--- src/rtl/c64_pkg.sv ---
// rtl/c64_pkg.sv - shared C64 bus widths, DMA arbiter defaults and state type
package c64_pkg;

   localparam int C64_ADDR_W         = 16;
   localparam int C64_DATA_W         = 8;
   localparam int DMA_BURST_MAX_DEF  = 16;
   localparam int DMA_BA_TIMEOUT_DEF = 64;

   typedef enum logic [2:0] {
      IDLE,
      ARM,
      XFER,
      NEXT,
      RELEASE
   } dma_arb_state_t;

endpackage

--- src/rtl/c64_dma_bus_arbiter_if.sv ---
// rtl/c64_dma_bus_arbiter_if.sv - requester and core-side signals of the DMA arbiter
interface c64_dma_bus_arbiter_if;
   import c64_pkg::*;

   logic                  phi2;
   logic                  ba;
   logic [1:0]            req;
   logic [1:0]            req_we;
   logic [C64_ADDR_W-1:0] req_addr0;
   logic [C64_ADDR_W-1:0] req_addr1;
   logic [C64_DATA_W-1:0] req_wdata0;
   logic [C64_DATA_W-1:0] req_wdata1;
   logic [1:0]            ack;
   logic [1:0]            err;
   logic [C64_DATA_W-1:0] rdata;
   logic                  dma;
   logic [C64_ADDR_W-1:0] bus_addr;
   logic                  bus_we;
   logic [C64_DATA_W-1:0] bus_wdata;
   logic [C64_DATA_W-1:0] bus_rdata;

   modport master (
      input  phi2, ba, req, req_we, req_addr0, req_addr1, req_wdata0, req_wdata1, bus_rdata,
      output ack, err, rdata, dma, bus_addr, bus_we, bus_wdata
   );

   modport slave (
      output phi2, ba, req, req_we, req_addr0, req_addr1, req_wdata0, req_wdata1, bus_rdata,
      input  ack, err, rdata, dma, bus_addr, bus_we, bus_wdata
   );

endinterface

--- src/rtl/phi2_edge.sv ---
// rtl/phi2_edge.sv - one-clk rise/fall pulses of phi2 in the dot-clock domain
// phi2_q is left unreset so a reset during phi2 high cannot fake an edge.
module phi2_edge (
   input  logic clk,
   input  logic phi2_i,
   output logic rise_o,
   output logic fall_o
);

   logic phi2_q;

   always_ff @(posedge clk) begin
      phi2_q <= phi2_i;
   end

   assign rise_o = phi2_i & ~phi2_q;
   assign fall_o = ~phi2_i & phi2_q;

endmodule

--- src/rtl/c64_dma_bus_arbiter.sv ---
// rtl/c64_dma_bus_arbiter.sv - round-robin DMA arbiter for the C64 expansion-port bus
// Grants one phi2-aligned bus cycle per transfer, optionally chaining a short burst.
module c64_dma_bus_arbiter
   import c64_pkg::*;
#(
   parameter int BURST_MAX  = DMA_BURST_MAX_DEF,
   parameter int BA_TIMEOUT = DMA_BA_TIMEOUT_DEF
) (
   input  logic                  clk,
   input  logic                  reset,
   c64_dma_bus_arbiter_if.master bus
);

   localparam int BW = (BURST_MAX > 1) ? $clog2(BURST_MAX) : 1;
   localparam int TW = $clog2(BA_TIMEOUT + 1);
   localparam logic [BW-1:0] BURST_LAST = BW'(BURST_MAX - 1);
   localparam logic [TW-1:0] TMO_LAST   = TW'(BA_TIMEOUT - 1);

   dma_arb_state_t        state_q;
   logic                  win_q;
   logic                  last_q;
   logic [BW-1:0]         burst_q;
   logic [TW-1:0]         tmo_q;
   logic [C64_ADDR_W-1:0] addr_q;
   logic                  we_q;
   logic [C64_DATA_W-1:0] wdata_q;
   logic                  dma_q;
   logic [1:0]            ack_q;
   logic [1:0]            err_q;
   logic [C64_DATA_W-1:0] rdata_q;
   logic [C64_ADDR_W-1:0] bus_addr_q;
   logic                  bus_we_q;
   logic [C64_DATA_W-1:0] bus_wdata_q;

   logic                  rise;
   logic                  fall;
   logic                  pick_d;
   logic                  src_idx;
   logic [C64_ADDR_W-1:0] src_addr;
   logic [C64_DATA_W-1:0] src_wdata;
   logic                  src_we;
   logic                  other_idle;

   phi2_edge u_phi2_edge (
      .clk    (clk),
      .phi2_i (bus.phi2),
      .rise_o (rise),
      .fall_o (fall)
   );

   // On a tie the index not served last wins; otherwise the lone requester wins.
   always_comb begin
      pick_d = bus.req[1];
      if (bus.req[0] && bus.req[1]) begin
         pick_d = ~last_q;
      end
      src_idx   = (state_q == IDLE) ? pick_d : win_q;
      src_addr  = src_idx ? bus.req_addr1 : bus.req_addr0;
      src_wdata = src_idx ? bus.req_wdata1 : bus.req_wdata0;
      src_we    = bus.req_we[src_idx];
   end

   assign other_idle = ~bus.req[~win_q];

   always_ff @(posedge clk) begin
      if (reset) begin
         state_q     <= IDLE;
         win_q       <= 1'b0;
         last_q      <= 1'b1;
         burst_q     <= '0;
         tmo_q       <= '0;
         addr_q      <= '0;
         we_q        <= 1'b0;
         wdata_q     <= '0;
         dma_q       <= 1'b0;
         ack_q       <= '0;
         err_q       <= '0;
         rdata_q     <= '0;
         bus_addr_q  <= '0;
         bus_we_q    <= 1'b0;
         bus_wdata_q <= '0;
      end else begin
         ack_q <= '0;
         err_q <= '0;
         case (state_q)
            IDLE: begin
               if (|bus.req) begin
                  win_q   <= pick_d;
                  addr_q  <= src_addr;
                  we_q    <= src_we;
                  wdata_q <= src_wdata;
                  tmo_q   <= '0;
                  dma_q   <= 1'b1;
                  state_q <= ARM;
               end
            end
            ARM: begin
               if (rise) begin
                  if (!bus.ba) begin
                     bus_addr_q  <= addr_q;
                     bus_we_q    <= we_q;
                     bus_wdata_q <= we_q ? wdata_q : '0;
                     state_q     <= XFER;
                  end else begin
                     tmo_q <= tmo_q + TW'(1);
                     if (tmo_q == TMO_LAST) begin
                        err_q[win_q] <= 1'b1;
                        state_q      <= RELEASE;
                     end
                  end
               end
            end
            XFER: begin
               if (fall) begin
                  if (!we_q) begin
                     rdata_q <= bus.bus_rdata;
                  end
                  ack_q[win_q] <= 1'b1;
                  bus_addr_q   <= '0;
                  bus_we_q     <= 1'b0;
                  bus_wdata_q  <= '0;
                  state_q      <= NEXT;
               end
            end
            NEXT: begin
               if (bus.req[win_q] && (burst_q < BURST_LAST) && other_idle) begin
                  addr_q  <= src_addr;
                  we_q    <= src_we;
                  wdata_q <= src_wdata;
                  burst_q <= burst_q + BW'(1);
                  tmo_q   <= '0;
                  state_q <= ARM;
               end else begin
                  state_q <= RELEASE;
               end
            end
            RELEASE: begin
               dma_q   <= 1'b0;
               last_q  <= win_q;
               burst_q <= '0;
               tmo_q   <= '0;
               state_q <= IDLE;
            end
            default: begin
               state_q <= IDLE;
            end
         endcase
      end
   end

   assign bus.dma       = dma_q;
   assign bus.ack       = ack_q;
   assign bus.err       = err_q;
   assign bus.rdata     = rdata_q;
   assign bus.bus_addr  = bus_addr_q;
   assign bus.bus_we    = bus_we_q;
   assign bus.bus_wdata = bus_wdata_q;

endmodule

--- src/flat_wrapper.sv ---
// flat-port wrapper written by rule: the top's interface ports become plain ports
module c64_dma_bus_arbiter_flat import c64_pkg::*;
#(
   parameter int BURST_MAX  = DMA_BURST_MAX_DEF,
   parameter int BA_TIMEOUT = DMA_BA_TIMEOUT_DEF
)
  (clk, reset, bus_phi2, bus_ba, bus_req, bus_req_we, bus_req_addr0, bus_req_addr1, bus_req_wdata0, bus_req_wdata1, bus_bus_rdata, bus_ack, bus_err, bus_rdata, bus_dma, bus_bus_addr, bus_bus_we, bus_bus_wdata);
  c64_dma_bus_arbiter_if bus_i ();
  input  logic clk;
  input  logic reset;
  input wire logic [$bits(bus_i.phi2)-1:0] bus_phi2;
  input wire logic [$bits(bus_i.ba)-1:0] bus_ba;
  input wire logic [$bits(bus_i.req)-1:0] bus_req;
  input wire logic [$bits(bus_i.req_we)-1:0] bus_req_we;
  input wire logic [$bits(bus_i.req_addr0)-1:0] bus_req_addr0;
  input wire logic [$bits(bus_i.req_addr1)-1:0] bus_req_addr1;
  input wire logic [$bits(bus_i.req_wdata0)-1:0] bus_req_wdata0;
  input wire logic [$bits(bus_i.req_wdata1)-1:0] bus_req_wdata1;
  input wire logic [$bits(bus_i.bus_rdata)-1:0] bus_bus_rdata;
  output wire logic [$bits(bus_i.ack)-1:0] bus_ack;
  output wire logic [$bits(bus_i.err)-1:0] bus_err;
  output wire logic [$bits(bus_i.rdata)-1:0] bus_rdata;
  output wire logic [$bits(bus_i.dma)-1:0] bus_dma;
  output wire logic [$bits(bus_i.bus_addr)-1:0] bus_bus_addr;
  output wire logic [$bits(bus_i.bus_we)-1:0] bus_bus_we;
  output wire logic [$bits(bus_i.bus_wdata)-1:0] bus_bus_wdata;
  assign bus_i.phi2 = bus_phi2;
  assign bus_i.ba = bus_ba;
  assign bus_i.req = bus_req;
  assign bus_i.req_we = bus_req_we;
  assign bus_i.req_addr0 = bus_req_addr0;
  assign bus_i.req_addr1 = bus_req_addr1;
  assign bus_i.req_wdata0 = bus_req_wdata0;
  assign bus_i.req_wdata1 = bus_req_wdata1;
  assign bus_i.bus_rdata = bus_bus_rdata;
  assign bus_ack = bus_i.ack;
  assign bus_err = bus_i.err;
  assign bus_rdata = bus_i.rdata;
  assign bus_dma = bus_i.dma;
  assign bus_bus_addr = bus_i.bus_addr;
  assign bus_bus_we = bus_i.bus_we;
  assign bus_bus_wdata = bus_i.bus_wdata;
  c64_dma_bus_arbiter #(.BURST_MAX(BURST_MAX), .BA_TIMEOUT(BA_TIMEOUT)) u_core (.clk(clk), .reset(reset), .bus(bus_i));
endmodule
--- config.mk ---
export PLATFORM = sky130hd
export DESIGN_NAME = c64_dma_bus_arbiter_flat
export DESIGN_NICKNAME = d
export VERILOG_FILES = /design/src/rtl/c64_pkg.sv /design/src/rtl/c64_dma_bus_arbiter_if.sv /design/src/rtl/phi2_edge.sv /design/src/rtl/c64_dma_bus_arbiter.sv /design/src/flat_wrapper.sv
export SDC_FILE = /design/constraint.sdc
export NUM_CORES = 1
export LEC_CHECK = 0
export ABC_AREA = 0
export CAP_MARGIN = 0
export CORE_MARGIN = 2
export CORE_UTILIZATION = 63
export CTS_CLUSTER_DIAMETER = 40
export DETAILED_ROUTE_END_ITERATION = 8
export DONT_BUFFER_PORTS = 1
export PLACE_DENSITY = 0.79
export SLEW_MARGIN = 0
export SYNTH_ARGS = -nofsm -noshare
export SYNTH_HDL_FRONTEND = slang
export SYNTH_SLANG_ARGS = --single-unit
export TNS_END_PERCENT = 20
--- constraint.sdc ---
create_clock -name clk -period 2.5 [get_ports clk]
set_clock_uncertainty 0.05 [all_clocks]
set_input_delay 0.375 -clock clk [delete_from_list [all_inputs] [get_ports clk]]
set_output_delay 0.375 -clock clk [all_outputs]
set_load 0.01 [all_outputs]
==> impl_metrics.csv <==
group,metric,value,unit
floorplanning,die_height,79.7,um
timing,maxSlewHeadroom,0.459,
timing,setup_repair_after_global_routing_missed_its_margin,"false",
final_layout,fillers,441,
detailed_routing,detail_route.drc_violations,0,
min_path,worst_hold_path_type,"in -> reg",
power,powerDensity,862,nW/um2
detailed_routing,drt_iter0_markers,201,
place,io_buffer_count,0,
clock_tree,clock_tree_from_tritoncts,"built",
detailed_routing,routed-via-count,2744,
detailed_routing,drt-total-wl,7540,um
worst_setup_path,number_of_cells_on_the_worst_reg_to_reg_path,5,
grt,grt_start_max_net_pins,71,
synthesis,ys.warnings.count,0,
detailed_routing,avgRoutedWirePerCell,17.5,um
job,max_capacitance_violation_total,0,
synthesis,netlist.top_cell.by_area,"dfxtp_1",
synthesis,post_synth_instance_area,3610,um2
synthesis,synth.yosys.seq_area_share,0.443,
synthesis,synth-seq-cells,80,
synthesis,synth.avg_cell_area,9.90,um2
floorplanning,die_w,79.7,um
timing,timing.final.hold_violations,0,
final_layout,areaGrowthSynthToFinish,5.12,%
final_layout,drive_gt1_frac,0.117,
place,dp_hpwl,4990,um
floorplanning,top_level_pins,102,
grt,grt_antenna_before_repair,0,
grt,first_global_vias,2569,
worst_setup_path,worst-path-max-fanout,32,
worst_setup_path,critical_path.reg2reg.startpoint,"u_core.state_q[0]",
worst_setup_path,required,2.72,ns
place,place.gp.congestion,0.876,
synthesis,synth_cell_type_count,55,
clock_tree,insertion_delay,0.34,ns
timing,period_minus_slack,2.10,ns
worst_setup_path,max_stage_delay_on_crit_path,0.64,ns
clock_tree,worst_setup_hold_path_clk_slew,0.08,ns
min_path,min_from,"reset",
clock_tree,postCtsSetupRepairBufs,0,
floorplanning,core,5510,um2
worst_setup_path,worst_setup_path_end_kind,"register",
final_layout,finish.net_count,420,
clock_tree,root_buffer_master,"clkbuf_8",
synthesis,synthDominantCellAreaShare,0.443,
clock_tree,cts-hold-fix-buffers,1,
grt,first_pass_grt_wire_length,12500,um
synthesis,synthTopCellsByArea,"dfxtp_1 44%, mux2i_1 9.7%, a211oi_1 5.2%, nor3_1 4.7%, o21ai_0 3.3%",
worst_setup_path,critPathSlowestCell,"or4b_2",
worst_setup_path,worst_setup_path_start_kind,"register",
worst_setup_path,worstPathArrival,2.32,ns
worst_setup_path,timing.setup.critical_path_class,"reg -> reg",
timing,hold_slack,0.0450,ns
final_layout,seqCellArea,1600,um2
min_path,whs_endpoint,"u_core.bus.bus_addr[12]",
grt,global_route.usage.total,0.252,
synthesis,synth_enable_flop_cells,0,
timing,post-route-period-util,0.839,
worst_setup_path,cp_num_buf_inv,1,
clock_tree,cts_inserted_buffers,9,
final_layout,antennaDiodeCount,0,
detailed_routing,avgViaCountPerCell,6.38,
floorplanning,initial_utilization,0.656,
final_layout,final_core_utilization,0.690,
power,p_total,3.27,mW
timing,finalMaxSlewViolations,0,
floorplanning,die_outline_area,6360,um2
timing,fmaxAchievable,477,MHz
worst_setup_path,ff2ff_setup_slack,0.40,ns
synthesis,async_reset_ff_frac,0,
detailed_routing,detail_route.first_pass.iterations,4,
timing,worst_pin_slew,0.805,ns
synthesis,synthesis.instances,365,
power,cellLeakagePower,1.42,nW
power,vdd_ir_drop_max,0.497,mV
synthesis,synthFlopType,"dfxtp_1",
min_path,worst_hold_stages,1,
final_layout,layout_commonest_cell,"dfxtp_1",
detailed_routing,antenna_violating_nets_post_route,0,
timing,setup_viol_count_final,0,
worst_setup_path,path_delay_family,"simple AND/OR/NAND/NOR gates",
status,run_status,"complete, no violations",
final_layout,multi_input_area,1800,um2
timing,finalSetupTns,0,ns
clock_tree,cts_sinks,80,
clock_tree,cts_resized,0,
floorplanning,floorplan.rows,27,
worst_setup_path,crit_path_cell_trace,"nor3b_2 -> a2bb2oi_2 -> buf_4 -> or4b_2 -> a21oi_1",
clock_tree,cts_max_path_buffers,2,
final_layout,most-common-layout-cells,"80 x dfxtp_1, 35 x mux2i_1, 34 x nor3_1",
grt,gr-total-overflow,0,
clock_tree,clock_tree.htree_level_count,3,
synthesis,synthesis.nets,431,
worst_setup_path,timing.rr.end,"u_core.bus.bus_addr[6]",
## power breakdown
group / total (mW) / internal [mW] / switching, mW
logic: 0.766 / 0.348 / 0.418
registers: 1.58 / 1.44 / 0.140
clock network: 0.931 / 0.483 / 0.448
## worst max-delay path by stage
stage,startpoint,to,slack [ns],cells after the start
3_3_place_gp,u_core.state_q[0],u_core.bus.bus_addr[6],0.51,5
3_5_place_dp,u_core.state_q[0],u_core.bus.bus_addr[6],0.43,5
4_1_cts,u_core.state_q[0],u_core.bus.bus_addr[6],0.41,5
6_report,u_core.state_q[0],u_core.bus.bus_addr[6],0.40,5
5_1_grt,u_core.state_q[0],u_core.bus.bus_addr[9],0.23,5
2_1_floorplan,u_core.state_q[2],u_core.addr_q[0],0.63,6
## per-stage QoR
stage | std cells | worst slack (ns) | cell area, um2
after global placement | 414 | 0.511 | 3600
after floorplan | 365 | 0.628 | 3610
after detailed placement | 414 | 0.432 | 3600
after global routing | 430 | 0.231 | 3800
after CTS | 430 | 0.406 | 3800
final | 430 | 0.403 | 3800
## per-layer routing
layer	vias to the layer above	part of all wire	track usage	wire, um
li1	1359	-	-	-
met1	1276	0.47	0.348	3530
met2	93	0.45	0.373	3380
met3	16	0.065	0.0667	490
met4	0	0.018	0.105	136
met5	-	0	0	0
## cells in the mapped netlist, types with 3 or more instances
cell type,number
a211oi_1,25
inv_1,5
a22o_1,8
buf_2,6
buf_6,7
o21ai_0,24
nor3_1,34
nor2_1,18
or4b_2,5
nand3_1,6
nand2b_1,4
nand2_1,6
or3_1,4
a41oi_1,3
a311oi_1,3
a21oi_1,23
dfxtp_1,80
or4b_1,11
mux2i_1,35
clkbuf_1,17
## cell type report
| cell class | instances | share of cell area |
|---|---|---|
| repair buffers | 11 | 0.0257 |
| well taps | 72 | 0.0237 |
| multi-input cells | 247 | 0.475 |
| clock buffers | 12 | 0.0382 |
| clock inverters | 3 | 0.0112 |
| flip-flops and latches | 80 | 0.422 |
| inverters | 5 | 0.00494 |
## cell families (layout without fill, tap and decap cells)
| family | after synthesis | after routing | synth area share |
|---|---|---|---|
| AOI/OAI and AO/OA | 104 | 104 | 0.198 |
| xor gates and xnor gates | 1 | 1 | 0.00242 |
| adders and majority gates | 2 | 2 | 0.00692 |
| buffers and inverters | 38 | 31 | 0.0602 |
| DFF | 80 | 80 | 0.443 |
| muxes | 36 | 36 | 0.103 |
| and+or+nand+nor | 104 | 104 | 0.186 |
## state kept, by name, indices dropped and copies added, names as in the netlist
register	cells
u_core.we_q	1
u_core.bus.bus_addr	16
u_core.bus.err	2
u_core.state_q	3
u_core.u_phi2_edge.phi2_q	1
u_core.bus.ack	2
u_core.bus.rdata	8
u_core.addr_q	16
u_core.last_q	1
u_core.bus.dma	1
u_core.win_q	1
u_core.bus.bus_we	1
u_core.bus.bus_wdata	8
u_core.tmo_q	7
u_core.burst_q	4
u_core.wdata_q	8
Note: power is estimated with default switching activity, not from simulation.
